**config.mk**
```make
export PLATFORM = sky130hd
export DESIGN_NAME = mcycle_ctrl
export DESIGN_NICKNAME = d
export VERILOG_FILES = /design/src/rtl/mcycle_pkg.sv /design/src/rtl/mcycle_decode.sv /design/src/rtl/mcycle_ctrl.sv
export SDC_FILE = /design/constraint.sdc
export NUM_CORES = 1
export LEC_CHECK = 0
export BUFFER_PORTS_ARGS = -buffer_cell sky130_fd_sc_hd__buf_2
export CORE_MARGIN = 2
export CORE_UTILIZATION = 43
export DETAILED_ROUTE_END_ITERATION = 7
export GPL_ROUTABILITY_DRIVEN = 0
export MAX_ROUTING_LAYER = met4
export PLACE_DENSITY = 0.77
export REMOVE_ABC_BUFFERS = 1
export SYNTH_ARGS = -nofsm -noshare
export SYNTH_HDL_FRONTEND = slang
export SYNTH_HIERARCHICAL = 1
export SYNTH_SLANG_ARGS = --single-unit
export TNS_END_PERCENT = 5
```
**constraint.sdc**
```tcl
create_clock -name clk -period 1.95 [get_ports clk]
set_input_delay 0.0975 -clock clk [delete_from_list [all_inputs] [get_ports clk]]
set_output_delay 0.0975 -clock clk [all_outputs]
set_load 0.03 [all_outputs]
```
**src/rtl/mcycle_pkg.sv**
```systemverilog
// Shared encodings for the multicycle MIPS control unit: FSM states, instruction
// classes, opcode/funct values, ALU codes and datapath mux selects.
package mcycle_pkg;

  typedef enum logic [2:0] {
    S_IDLE = 3'd0,
    S_IF   = 3'd1,
    S_ID   = 3'd2,
    S_EX   = 3'd3,
    S_MEM  = 3'd4,
    S_WB   = 3'd5
  } state_e;

  typedef enum logic [3:0] {
    CL_NONE, CL_RALU, CL_IALU, CL_LOAD, CL_STORE,
    CL_BEQ, CL_BNE, CL_J, CL_JR, CL_JAL, CL_JALR
  } class_e;

  localparam logic [5:0] OP_RTYPE = 6'h00, OP_J    = 6'h02, OP_JAL  = 6'h03;
  localparam logic [5:0] OP_BEQ   = 6'h04, OP_BNE  = 6'h05;
  localparam logic [5:0] OP_ADDI  = 6'h08, OP_SLTI = 6'h0A, OP_ANDI = 6'h0C;
  localparam logic [5:0] OP_ORI   = 6'h0D, OP_LUI  = 6'h0F;
  localparam logic [5:0] OP_LB    = 6'h20, OP_LH   = 6'h21, OP_LW   = 6'h23;
  localparam logic [5:0] OP_LBU   = 6'h24, OP_LHU  = 6'h25;
  localparam logic [5:0] OP_SB    = 6'h28, OP_SH   = 6'h29, OP_SW   = 6'h2B;

  localparam logic [5:0] F_SLL  = 6'h00, F_SRL  = 6'h02, F_SRA  = 6'h03;
  localparam logic [5:0] F_SLLV = 6'h04, F_SRLV = 6'h06, F_SRAV = 6'h07;
  localparam logic [5:0] F_JR   = 6'h08, F_JALR = 6'h09;
  localparam logic [5:0] F_ADD  = 6'h20, F_ADDU = 6'h21, F_SUB  = 6'h22;
  localparam logic [5:0] F_SUBU = 6'h23, F_AND  = 6'h24, F_OR   = 6'h25;
  localparam logic [5:0] F_XOR  = 6'h26, F_NOR  = 6'h27, F_SLT  = 6'h2A;
  localparam logic [5:0] F_SLTU = 6'h2B;

  localparam logic [3:0] ALU_ADD = 4'd0, ALU_SUB = 4'd1, ALU_AND = 4'd2;
  localparam logic [3:0] ALU_OR  = 4'd3, ALU_XOR = 4'd4, ALU_NOR = 4'd5;
  localparam logic [3:0] ALU_SLT = 4'd6, ALU_SLTU = 4'd7, ALU_SLL = 4'd8;
  localparam logic [3:0] ALU_SRL = 4'd9, ALU_SRA = 4'd10, ALU_LUI = 4'd11;

  localparam logic [1:0] NPC_PC4 = 2'd0, NPC_BR = 2'd1, NPC_JMP = 2'd2, NPC_RS = 2'd3;
  localparam logic [1:0] RD_RT = 2'd0, RD_RD = 2'd1, RD_RA = 2'd2;
  localparam logic [1:0] WD_ALU = 2'd0, WD_MDR = 2'd1, WD_PC = 2'd2;
  localparam logic [1:0] SZ_WORD = 2'd0, SZ_HALF = 2'd1, SZ_BYTE = 2'd2;

endpackage

```
**src/rtl/mcycle_decode.sv**
```systemverilog
// Combinational class decode of op/funct. Sub-word loads/stores decode only when
// MCYCLE_CTRL_SUBWORD_EN is defined; otherwise they fall out as illegal.
module mcycle_decode
  import mcycle_pkg::*;
#(
  parameter int ALUOP_W = 4
) (
  input  logic [5:0]         op,
  input  logic [5:0]         funct,
  output class_e             cls,
  output logic [ALUOP_W-1:0] alu_op,
  output logic               ext_sel,
  output logic               alu_srca,
  output logic               shamt_var,
  output logic               shift_right,
  output logic               shift_arith,
  output logic [1:0]         sub_size,
  output logic               sub_unsign,
  output logic               legal
);

  logic [3:0] alu_code;

  always_comb begin
    cls         = CL_NONE;
    alu_code    = ALU_ADD;
    ext_sel     = 1'b0;
    alu_srca    = 1'b0;
    shamt_var   = 1'b0;
    shift_right = 1'b0;
    shift_arith = 1'b0;
    sub_size    = SZ_WORD;
    sub_unsign  = 1'b0;
    case (op)
      OP_RTYPE: begin
        cls = CL_RALU;
        case (funct)
          F_ADD, F_ADDU: alu_code = ALU_ADD;
          F_SUB, F_SUBU: alu_code = ALU_SUB;
          F_AND:         alu_code = ALU_AND;
          F_OR:          alu_code = ALU_OR;
          F_XOR:         alu_code = ALU_XOR;
          F_NOR:         alu_code = ALU_NOR;
          F_SLT:         alu_code = ALU_SLT;
          F_SLTU:        alu_code = ALU_SLTU;
          F_SLL, F_SLLV: begin
            alu_code  = ALU_SLL;
            alu_srca  = 1'b1;
            shamt_var = funct[2];
          end
          F_SRL, F_SRLV: begin
            alu_code    = ALU_SRL;
            alu_srca    = 1'b1;
            shamt_var   = funct[2];
            shift_right = 1'b1;
          end
          F_SRA, F_SRAV: begin
            alu_code    = ALU_SRA;
            alu_srca    = 1'b1;
            shamt_var   = funct[2];
            shift_right = 1'b1;
            shift_arith = 1'b1;
          end
          F_JR:    cls = CL_JR;
          F_JALR:  cls = CL_JALR;
          default: cls = CL_NONE;
        endcase
      end
      OP_ADDI: begin cls = CL_IALU; alu_code = ALU_ADD; ext_sel = 1'b1; end
      OP_SLTI: begin cls = CL_IALU; alu_code = ALU_SLT; ext_sel = 1'b1; end
      OP_ANDI: begin cls = CL_IALU; alu_code = ALU_AND; end
      OP_ORI:  begin cls = CL_IALU; alu_code = ALU_OR;  end
      OP_LUI:  begin cls = CL_IALU; alu_code = ALU_LUI; end
      OP_LW:   begin cls = CL_LOAD;  ext_sel = 1'b1; end
      OP_SW:   begin cls = CL_STORE; ext_sel = 1'b1; end
`ifdef MCYCLE_CTRL_SUBWORD_EN
      OP_LB:   begin cls = CL_LOAD;  ext_sel = 1'b1; sub_size = SZ_BYTE; end
      OP_LBU:  begin cls = CL_LOAD;  ext_sel = 1'b1; sub_size = SZ_BYTE; sub_unsign = 1'b1; end
      OP_LH:   begin cls = CL_LOAD;  ext_sel = 1'b1; sub_size = SZ_HALF; end
      OP_LHU:  begin cls = CL_LOAD;  ext_sel = 1'b1; sub_size = SZ_HALF; sub_unsign = 1'b1; end
      OP_SB:   begin cls = CL_STORE; ext_sel = 1'b1; sub_size = SZ_BYTE; end
      OP_SH:   begin cls = CL_STORE; ext_sel = 1'b1; sub_size = SZ_HALF; end
`endif
      OP_BEQ:  begin cls = CL_BEQ; alu_code = ALU_SUB; ext_sel = 1'b1; end
      OP_BNE:  begin cls = CL_BNE; alu_code = ALU_SUB; ext_sel = 1'b1; end
      OP_J:    cls = CL_J;
      OP_JAL:  cls = CL_JAL;
      default: cls = CL_NONE;
    endcase
  end

  assign alu_op = ALUOP_W'(alu_code);
  assign legal  = (cls != CL_NONE);

endmodule

```
**src/rtl/mcycle_ctrl.sv**
```systemverilog
// Multicycle MIPS control FSM (IDLE/IF/ID/EX/MEM/WB) with ready-handshaked memory.
// Define MCYCLE_CTRL_SUBWORD_EN to enable lb/lbu/lh/lhu/sb/sh.
module mcycle_ctrl
  import mcycle_pkg::*;
#(
  parameter int ALUOP_W = 4
) (
  input  logic               clk,
  input  logic               rstn,
  input  logic [5:0]         op,
  input  logic [5:0]         funct,
  input  logic               zero,
  input  logic               mem_rdy,
  output logic               pc_wr,
  output logic               ir_wr,
  output logic [1:0]         npc_sel,
  output logic               mem_rd,
  output logic               mem_wr,
  output logic               iord,
  output logic               reg_wr,
  output logic [1:0]         reg_dst,
  output logic [1:0]         wd_sel,
  output logic               ext_sel,
  output logic               alu_srca,
  output logic [1:0]         alu_srcb,
  output logic [ALUOP_W-1:0] alu_op,
  output logic               shamt_var,
  output logic               shift_right,
  output logic               shift_arith,
  output logic [1:0]         sub_size,
  output logic               sub_unsign,
  output logic               illegal,
  output logic [2:0]         state_o
);

  state_e             state_q, state_d;
  logic               illegal_q, illegal_d;
  class_e             dec_cls;
  logic [ALUOP_W-1:0] dec_alu_op;
  logic               dec_ext_sel, dec_srca, dec_shamt_var, dec_right, dec_arith;
  logic [1:0]         dec_sub_size;
  logic               dec_sub_unsign, dec_legal;

  mcycle_decode #(.ALUOP_W(ALUOP_W)) u_decode (
    .op          (op),
    .funct       (funct),
    .cls         (dec_cls),
    .alu_op      (dec_alu_op),
    .ext_sel     (dec_ext_sel),
    .alu_srca    (dec_srca),
    .shamt_var   (dec_shamt_var),
    .shift_right (dec_right),
    .shift_arith (dec_arith),
    .sub_size    (dec_sub_size),
    .sub_unsign  (dec_sub_unsign),
    .legal       (dec_legal)
  );

  always_comb begin
    state_d     = state_q;
    illegal_d   = 1'b0;
    pc_wr       = 1'b0;
    ir_wr       = 1'b0;
    npc_sel     = NPC_PC4;
    mem_rd      = 1'b0;
    mem_wr      = 1'b0;
    iord        = 1'b0;
    reg_wr      = 1'b0;
    reg_dst     = RD_RT;
    wd_sel      = WD_ALU;
    ext_sel     = 1'b0;
    alu_srca    = 1'b0;
    alu_srcb    = 2'd0;
    alu_op      = '0;
    shamt_var   = 1'b0;
    shift_right = 1'b0;
    shift_arith = 1'b0;
    sub_size    = SZ_WORD;
    sub_unsign  = 1'b0;
    case (state_q)
      S_IDLE: state_d = S_IF;
      S_IF: begin
        mem_rd   = 1'b1;
        alu_srcb = 2'd2;
        alu_op   = ALUOP_W'(ALU_ADD);
        if (mem_rdy) begin
          ir_wr   = 1'b1;
          pc_wr   = 1'b1;
          state_d = S_ID;
        end
      end
      S_ID: begin
        illegal_d = !dec_legal;
        state_d   = dec_legal ? S_EX : S_IF;
      end
      S_EX: begin
        alu_op      = dec_alu_op;
        ext_sel     = dec_ext_sel;
        alu_srca    = dec_srca;
        shamt_var   = dec_shamt_var;
        shift_right = dec_right;
        shift_arith = dec_arith;
        state_d     = S_IF;
        case (dec_cls)
          CL_RALU: state_d = S_WB;
          CL_IALU: begin alu_srcb = 2'd1; state_d = S_WB; end
          CL_LOAD, CL_STORE: begin alu_srcb = 2'd1; state_d = S_MEM; end
          CL_BEQ:  begin pc_wr = zero;  npc_sel = NPC_BR; end
          CL_BNE:  begin pc_wr = !zero; npc_sel = NPC_BR; end
          CL_J:    begin pc_wr = 1'b1;  npc_sel = NPC_JMP; end
          CL_JR:   begin pc_wr = 1'b1;  npc_sel = NPC_RS; end
          CL_JAL: begin
            pc_wr = 1'b1; npc_sel = NPC_JMP;
            reg_wr = 1'b1; reg_dst = RD_RA; wd_sel = WD_PC;
          end
          CL_JALR: begin
            pc_wr = 1'b1; npc_sel = NPC_RS;
            reg_wr = 1'b1; reg_dst = RD_RD; wd_sel = WD_PC;
          end
          default: state_d = S_IF;
        endcase
      end
      S_MEM: begin
        // Request stays up every cycle in MEM until the memory answers.
        iord       = 1'b1;
        mem_rd     = (dec_cls == CL_LOAD);
        mem_wr     = (dec_cls == CL_STORE);
        sub_size   = dec_sub_size;
        sub_unsign = dec_sub_unsign;
        if (mem_rdy) state_d = (dec_cls == CL_LOAD) ? S_WB : S_IF;
      end
      S_WB: begin
        reg_wr  = 1'b1;
        reg_dst = (dec_cls == CL_RALU) ? RD_RD : RD_RT;
        wd_sel  = (dec_cls == CL_LOAD) ? WD_MDR : WD_ALU;
        state_d = S_IF;
      end
      default: state_d = S_IDLE;
    endcase
  end

  always_ff @(posedge clk or negedge rstn) begin
    if (!rstn) begin
      state_q   <= S_IDLE;
      illegal_q <= 1'b0;
    end else begin
      state_q   <= state_d;
      illegal_q <= illegal_d;
    end
  end

  assign illegal = illegal_q;
  assign state_o = state_q;

endmodule

```
After elaboration in Yosys (flattened, before gate mapping)

Index checks and enable logic that the tools add are counted.
Widths: inputs -> output; s select.

Eq/ne operators: 45
Reduce and logical (&&, ||, !) cells: 26
Muxes and demuxes: 45

Operators by type and width:

| operator           | number |
|---|---|
| $eq 6x6->1 const B | 12 |
| $eq 6x4->1 const B | 7 |
| $pmux 4 s10        | 1 |
| $pmux 4 s8         | 1 |
| $eq 6x3->1 const B | 5 |
| $eq 6x2->1 const B | 4 |
| $pmux 4 s6         | 1 |
| $reduce_or 2->1    | 12 |
| $mux 1             | 23 |
| $eq 4x3->1 const B | 4 |
| $pmux 2 s2         | 4 |
| $reduce_or 16->1   | 1 |
| $pmux 3 s5         | 1 |
| $eq 4x4->1 const B | 3 |
| $logic_not 6->1    | 2 |
| $pmux 4 s3         | 1 |
| $reduce_or 6->1    | 2 |
| $mux 3             | 3 |
| $eq 4x2->1 const B | 2 |
| $reduce_or 4->1    | 2 |
| $eq 3x2->1 const B | 2 |
| $eq 3x3->1 const B | 2 |
| $mux 2             | 3 |
| $pmux 1 s2         | 3 |
| other kinds (13)   | 15 |

Word-level logic and storage cells: 118
Register bits: 4
Output and inout port bits: 30
Bits of input ports: 16

Depth between registers and ports, before layout

Gate-level depths: netlist (run 1).

Depth in word-level cells: 8
Gate-level depth with buffers: 10
Depth with buffers taken out: 8

Cells and area by module

The synthesis (run 1) kept the hierarchy.

By module, submodules not included:

| module        | instances | cells each | sequential area each (µm²) | area each (µm²) |
|---|---|---|---|---|
| mcycle_ctrl   | 1         | 77         | 100.1                      | 566.8 |
| mcycle_decode | 1         | 79         | 0.0                        | 469.2 |

Worst setup path before layout (run 1)

OpenSTA, ideal clock, no wires.

Path kind: input to output
From: input funct[3]
To: output alu_srcb[0]
Arrival time: 2.259 ns
Required time: 1.852 ns
Setup slack: -0.406 ns
Stages on the path: 9
Cell sequence: clkbuf_1 -> nor2b_1 -> and3_1 -> a31oi_1 -> a21boi_0 -> inv_1 -> buf_2 -> or3b_1 -> a211oi_1

Longest elaborated chain between the ends: 8

Ends and longest elaborated chain:

| what                                            | RTL line            | RTL |
|---|---|---|
| start, declared                                 | mcycle_ctrl.sv:11   | `input logic [5:0] funct,` |
| $eq 6x6->1, or another cell as far along        | mcycle_decode.sv:37 | `case (funct)` |
| $reduce_or 16->1 (no line)                      | --                  |  |
| $pmux 4 s3 *                                    | mcycle_decode.sv:37 |  |
| $pmux 4 s8 *                                    | mcycle_decode.sv:34 | `case (op)` |
| named net dec_cls[1]                            | mcycle_ctrl.sv:38   | `class_e dec_cls;` |
| $eq 4x2->1 / $eq 4x3->1 (equally long branches) | mcycle_ctrl.sv:104  | `case (dec_cls)` |
| $reduce_or 3->1 (no line) *                     | --                  |  |
| $mux 1 *                                        | mcycle_ctrl.sv:104  |  |
| $pmux 2 s2 *                                    | mcycle_ctrl.sv:80   | `case (state_q)` |
| end, declared                                   | mcycle_ctrl.sv:25   | `output logic [1:0] alu_srcb,` |

Mark *: on every way through the listed nets, which the timed path passes. The rest lies on a longest branch.

Worst setup path after layout (run 1)

From: input op[5]
To: output alu_srcb[0]

Longest elaborated chain between the ends: 7

Ends and longest elaborated chain:

| what                                            | RTL line            | RTL |
|---|---|---|
| start, declared                                 | mcycle_ctrl.sv:10   | `input logic [5:0] op,` |
| $eq 6x4->1                                      | mcycle_decode.sv:34 |  |
| $reduce_or 5->1 (no line)                       | --                  |  |
| $pmux 4 s8 *                                    | mcycle_decode.sv:34 |  |
| named net dec_cls[1]                            | mcycle_ctrl.sv:38   |  |
| $eq 4x2->1 / $eq 4x3->1 (equally long branches) | mcycle_ctrl.sv:104  |  |
| $reduce_or 3->1 (no line) *                     | --                  |  |
| $mux 1 *                                        | mcycle_ctrl.sv:104  |  |
| $pmux 2 s2 *                                    | mcycle_ctrl.sv:80   |  |

Marks and branches as above.

==> run metrics, run 1 <==
CP delay by family, top simple AND/OR/NAND/NOR gates; detailed-route wire length per cell approximately 15 um; CP max stage delay about 0.55 ns; vias in the first global route approximately 1300; Max Clock Freq ~460 MHz; Mapped Area 0.00104 mm^2; Die Ht between 50 and 60 um; crit-path cells buf_6, or4_4, nor4_4, a31oi_1, a21boi_2, inv_2, buf_6, nand2b_1, a211oi_1, buf_4; CTS clk-pin slew, worst paths around 0.040 ns; cts bufs inserted 3; Tot GR Track Use 0.280; largest net degree at the start of global routing 14; Synth Flop Type dfrtp_1; R2R cell count 2; initial antenna violation count 0; crit path kind primary input to primary output; commonest non-fill, non-tap cell in the layout buf_4; hold slack between 0.15 and 0.2 ns; flops & latches, synth 4; initial drt markers 43; fillers ~200; CP required around 1.9 ns; Worst setup EP type primary output; core box area 0.00225 mm^2; Setup TNS -2.10 ns; most frequent cells in the layout buf_4, buf_2, nor2_1; clk_lat worst skew roughly 0.24 ns; pwr dens 439 mW/mm^2; CTS tree built; Num Clock Sinks 4; Mapped Cells about 160; Setup crit start op[5]; final number of max-transition violations 0; CP Buf/Inv Count 4; fin area roughly 0.0017 mm^2; fin worst setup slack -0.246 ns; Yosys Warn Count 6; FP Rows 17; n_diodes 0; RR Endpoint state_o[2]$_DFFE_PN0P_; Max Cap Viol 0; Final Cycle Share 1.13; utilization after layout 0.734; RSZ-0062 raised after global routing true; hold path depth 3; gr ovfl total 0; EDFF count, synth 0; first-pass GRT wire length 5.70 mm; R2R Setup Slk approximately 0.47 ns; Seq/Total Area, Yosys 0.0966; Die Span X 53.1 um; Slew HR 0.646; Worst Hold Launch mem_rdy; fin crit period 2.20 ns; P_leak ~0.78 nW; Final Skew approximately 0.0077 ns; synth-to-layout area growth 59.8%; Yosys cell types 48; endpoints failing setup 12; DR vias between 1000 and 1500; fraction of registers with async set/reset 1.00; # DRC 0; Port Buffers 42; DR vias/cell ~5.7; Hold Vio Cnt, Final 0; nets 235; worst-path maximum fanout 5; DIE AREA roughly 0.0028 mm^2; Hold Crit Class primary input to flip-flop; cell mode on critical path buf_6; FF-to-FF Start state_o[2]$_DFFE_PN0P_; WP data arrival 2.10 ns; startpoint type of the worst setup path primary input; Worst Tran Pin Value 0.526 ns; layout cells sized above 1 0.461; starting density of the core 0.459; Post-DP HPWL around 2.3 mm; Avg Synthesized Cell Area approximately 6.6 um^2; H-Tree Depth 1; Clock Path Buffers 2; Root Buffer clkbuf_4; failing checks negative setup slack; num ports 46; status complete, but fails checks; VDD IR max between 0.3 and 0.4 mV; Slowest cell on crit path or4_4; Total Wirelength ~3.7 mm; placed cell areas approximately 0.0014 mm^2; Final ANT Viol Nets 0; WP depth 10; Hold EP state_o[1]$_DFFE_PN0P_; TritonRoute pass-1 iters 5
## metal layers
metal | GRT usage | up-vias | wire length [um]
li1 | - | 671 | -
met1 | 0.288 | 640 | 1450
met2 | 0.546 | 64 | 1940
met3 | 0.00847 | 10 | 188
met4 | 0.124 | 0 | 104
met5 | - | - | 0
## cells in the mapped netlist (all sizes together), types with 4 or more instances
master  number  area share
a21oi       10       0.048
and2        15       0.091
buf          8       0.054
clkbuf       9       0.034
dfrtp        4       0.097
inv          7       0.025
nand2       11       0.042
nand2b       8       0.048
nand3b       4       0.029
nor2        18       0.065
nor2b        4       0.024
nor4         4       0.039
## worst register-to-register path, delay by kind of cell, from the launching register on
family / cells / cell delay (ns)
and+or+nand+nor: 1 / 0.42
DFF: 1 / 0.50
AOI/OAI and AO/OA: 1 / 0.43
## cell families (layout without fill, tap and decap cells)
logic type	after synthesis	after routing	synth area share
other cells	1	3	0.00362
flops	4	4	0.0966
mux	3	3	0.0302
compound gates	38	38	0.255
simple gates	82	82	0.467
xor+xnor	4	4	0.0338
buf+inv	24	83	0.114
## worst max path at each step
stage / slack [ns] / to
global placement: -0.29 / mem_rd
floorplan: -0.57 / mem_rd
global route: -0.33 / alu_srcb[0]
CTS: -0.30 / mem_rd
detailed placement: -0.35 / reg_dst[0]
finish: -0.25 / alu_srcb[0]
## stage by stage
stage | worst slack (ns) | power (mW) | instances
3_5_place_dp | -0.349 | 0.540 | 237
3_3_place_gp | -0.288 | 0.531 | 237
4_1_cts | -0.301 | 0.695 | 244
6_report | -0.246 | 0.726 | 245
5_1_grt | -0.326 | 0.771 | 245
2_1_floorplan | -0.574 | 0.382 | 141
## state kept, by name (all words and copies together) (netlist names)
signal	count
illegal	1
state_o	3
## power breakdown
group	switching, mW	total, mW	internal (mW)
registers	0.0400	0.139	0.0986
logic	0.290	0.480	0.191
clock network	0.0381	0.107	0.0691
## cell type report
| class | instances | area [um^2] | area share |
|---|---|---|---|
| repair buffers | 73 | 537 | 0.324 |
| well taps | 28 | 35.0 | 0.0212 |
| inverters | 7 | 26.3 | 0.0159 |
| flip-flops and latches | 4 | 100 | 0.0605 |
| clock buffers | 3 | 22.5 | 0.0136 |
| multi-input cells | 130 | 935 | 0.565 |
## repair_timing
| item | CTS | global route |
|---|---|---|
| setup buffers | 2 | 1 |
| hold buffers | 1 | 0 |
| gates resized for setup | 35 | 19 |
| endpoints found under the setup margin | 14 | 19 |
| hold endpoints to repair | 4 | 0 |
| pin swaps | 14 | 4 |
| cloned | 1 | 0 |
Note: power is estimated with default switching activity, not from simulation.
==> inputs of run 2 (changes only) <==
- CORE_ASPECT_RATIO: not set -> 1.4
==> run 2 against run 1 <==
  * The run ends with design-rule violations, negative setup slack left
  * Via count is 2.5% lower
  * Utilization is 4.9 points lower
  * Global-route usage is 5.7 points lower
  * Routed wire length is 12% lower
  * First-iteration DRC count is 47% higher
  * Register-to-register slack better by 0.02 ns
  * Sequential power hardly changed
  * Power is 3.1% lower
  * Combinational power is 4.4% lower
  * Clock power hardly changed
  * Largest cell class unchanged
==> run metrics, run 2 (synthesis results as in run 1) <==
register area 100 um^2 (unchanged); Hold Crit Class primary input to flip-flop; first-pass GRT wire length 4.50 mm (-21%); cts bufs inserted 3 (unchanged); startpoint type of the worst setup path primary input; Num Clock Sinks 4 (unchanged); Slowest cell on crit path or4_4; Worst setup EP type primary output; Seq pwr share 0.199 (+0.008); initial drt markers 63 (+47%); CTS clk-pin slew, worst paths 0.04 ns (about the same); detailed-route wire length per cell 13.6 um (-9.7%); crit-path cells buf_6, or4_4, nor4_4, buf_4, nand2_4, o32ai_4, nand2b_1, or3b_1, a21oi_2, buf_6; TritonRoute pass-1 iters 6 (+1); CP required 1.85 ns (about the same); DR vias/cell 5.63 (-0.50%); RSZ-0062 raised after global routing true; largest net degree at the start of global routing 14 (unchanged); fin crit period 2.27 ns (+0.0773 ns); num ports 46 (unchanged); fillers 200 (-0.99%); clock network power share 0.147 (about the same); gr ovfl total 0 (unchanged); placed cell areas 0.00140 mm^2 (+0.63%); non-filler cells in the finished layout 240 (-2.0%); crit path kind primary input to primary output; Net Switching 351 uW (-4.6%); Switching Share 0.499 (-0.00782); Max Clock Freq 440 MHz (-3.4%); Post-DP HPWL 2.31 mm (about the same); endpoints failing setup 14 (+2); Clock Path Buffers 2 (unchanged); core box area 0.00234 mm^2 (+3.7%); Final ANT Viol Nets 0 (unchanged); synth-to-layout area growth 54.7%; starting density of the core 0.443 (-0.0165); multi-input logic area 900 um^2 (-3.7%); DR vias 1350 (-2.5%); vias in the first global route 1047 (-20%); Root Buffer clkbuf_4; Die Span X 45.5 um (-14%); layout cells sized above 1 0.419 (-0.0415); H-Tree Depth 1 (unchanged); number of flip-flops under the largest register name 3 (unchanged); commonest non-fill, non-tap cell in the layout buf_4; Tot GR Track Use 0.223 (-0.0573); Cell Int Power 353 uW (-1.6%); P_leak 0.762 nW (-1.8%); nets 235 (unchanged); status complete, but fails checks; clk_lat worst skew 0.24 ns (about the same); VDD IR max 0.264 mV (-30%); WP data arrival 2.18 ns (+0.08 ns); initial antenna violation count 0 (unchanged); CP delay by family, top simple AND/OR/NAND/NOR gates; fin area 0.00160 mm^2 (-3.2%); final number of max-transition violations 0 (unchanged); DIE AREA 0.00282 mm^2 (+0.19%); cell mode on critical path buf_6; Post-Place Cells 234 (-1.3%); worst-path maximum fanout 4 (-1); Final Skew 0.00306 ns (-0.00460 ns); CP Buf/Inv Count 3 (-1); hold slack 0.165 ns (+0.00400 ns); CP max stage delay 0.55 ns (about the same); Final Cycle Share 1.17 (+0.0396); # DRC 1 (+1); fin worst setup slack -0.324 ns (-0.0773 ns); R2R Setup Slk 0.49 ns (+0.02 ns); most frequent cells in the layout buf_4, buf_2, nor2_1; Port Buffers 42 (unchanged); Max Cap Viol 0 (unchanged); CTS tree built; n_diodes 0 (unchanged); failing checks design-rule violations, negative setup slack; Comb power frac 0.653 (-0.008); Setup TNS -3.01 ns (-0.912 ns); FP Rows 21 (+4); Hold Vio Cnt, Final 0 (unchanged); Die Ht 62.1 um (+17%); Total Wirelength 3.25 mm (-12%); pwr dens 439 mW/mm^2 (about the same)
## run 2: cell count changes in the layout (fill, tap and decap cells not counted), moves of 2 or more
cell    change
and2_1      +2
buf_6       -3
and2_4      -2
buf_4       +4
## run 2: power groups by stage
stage | clock [mW] | sequential, mW | combinational, mW
4_1_cts | 0.106 | 0.136 | 0.431
3_3_place_gp | 0 | 0.136 | 0.402
6_report | 0.104 | 0.140 | 0.459
3_5_place_dp | 0 | 0.136 | 0.408
5_1_grt | 0.113 | 0.143 | 0.496
2_1_floorplan | 0 | 0.160 | 0.222
## run 2: worst register-to-register path: cells and delay by family (launching register included)
family	cells	cell delay (ns)
flops	1	0.51
simple gates	1	0.42
compound gates	1	0.41
## run 2: what timing repair did
action / 4_1_cts / 5_1_grt
pin swaps: 2 / 11
gates resized for setup: 19 / 26
buffers inserted: 0 / 2
setup endpoints to repair: 13 / 15
hold buffers: 1 / 0
endpoints found under the hold margin: 4 / 0
## run 2: final cells by class
cell class,instances,area share
Timing Repair Buffer,73,0.328
Multi-Input combinational cell,130,0.561
Clock buffer,3,0.0141
Sequential cell,4,0.0625
Inverter,7,0.0164
Tap cell,23,0.0180
## run 2: through the flow
step           power [mW]  setup WS [ns]  utilization
6_report            0.703         -0.324        0.685
3_3_place_gp        0.537         -0.273        0.599
4_1_cts             0.673         -0.253        0.640
3_5_place_dp        0.545         -0.308        0.599
5_1_grt             0.751         -0.398        0.685
2_1_floorplan       0.382         -0.574            -
## run 2: path summary, 6_finish.rpt
path,start,endpoint,cells past startpoint
setup / recovery,op[4],reg_dst[0],10
hold / removal,mem_rdy,state_o[1]$_DFFE_PN0P_,3
setup reg to reg,state_o[2]$_DFFE_PN0P_,state_o[2]$_DFFE_PN0P_,2
hold reg to reg,state_o[2]$_DFFE_PN0P_,state_o[1]$_DFFE_PN0P_,1
max in group asynchronous,rstn,illegal$_DFF_PN0_,2
min in group asynchronous,rstn,state_o[1]$_DFFE_PN0P_,2
## run 2: per-layer routing
layer	wire length [um]	vias up	GRT usage
li1	-	665	-
met1	1190	626	0.215
met2	1880	53	0.439
met3	141	6	0.0260
met4	44	0	0.0756
met5	0	-	-
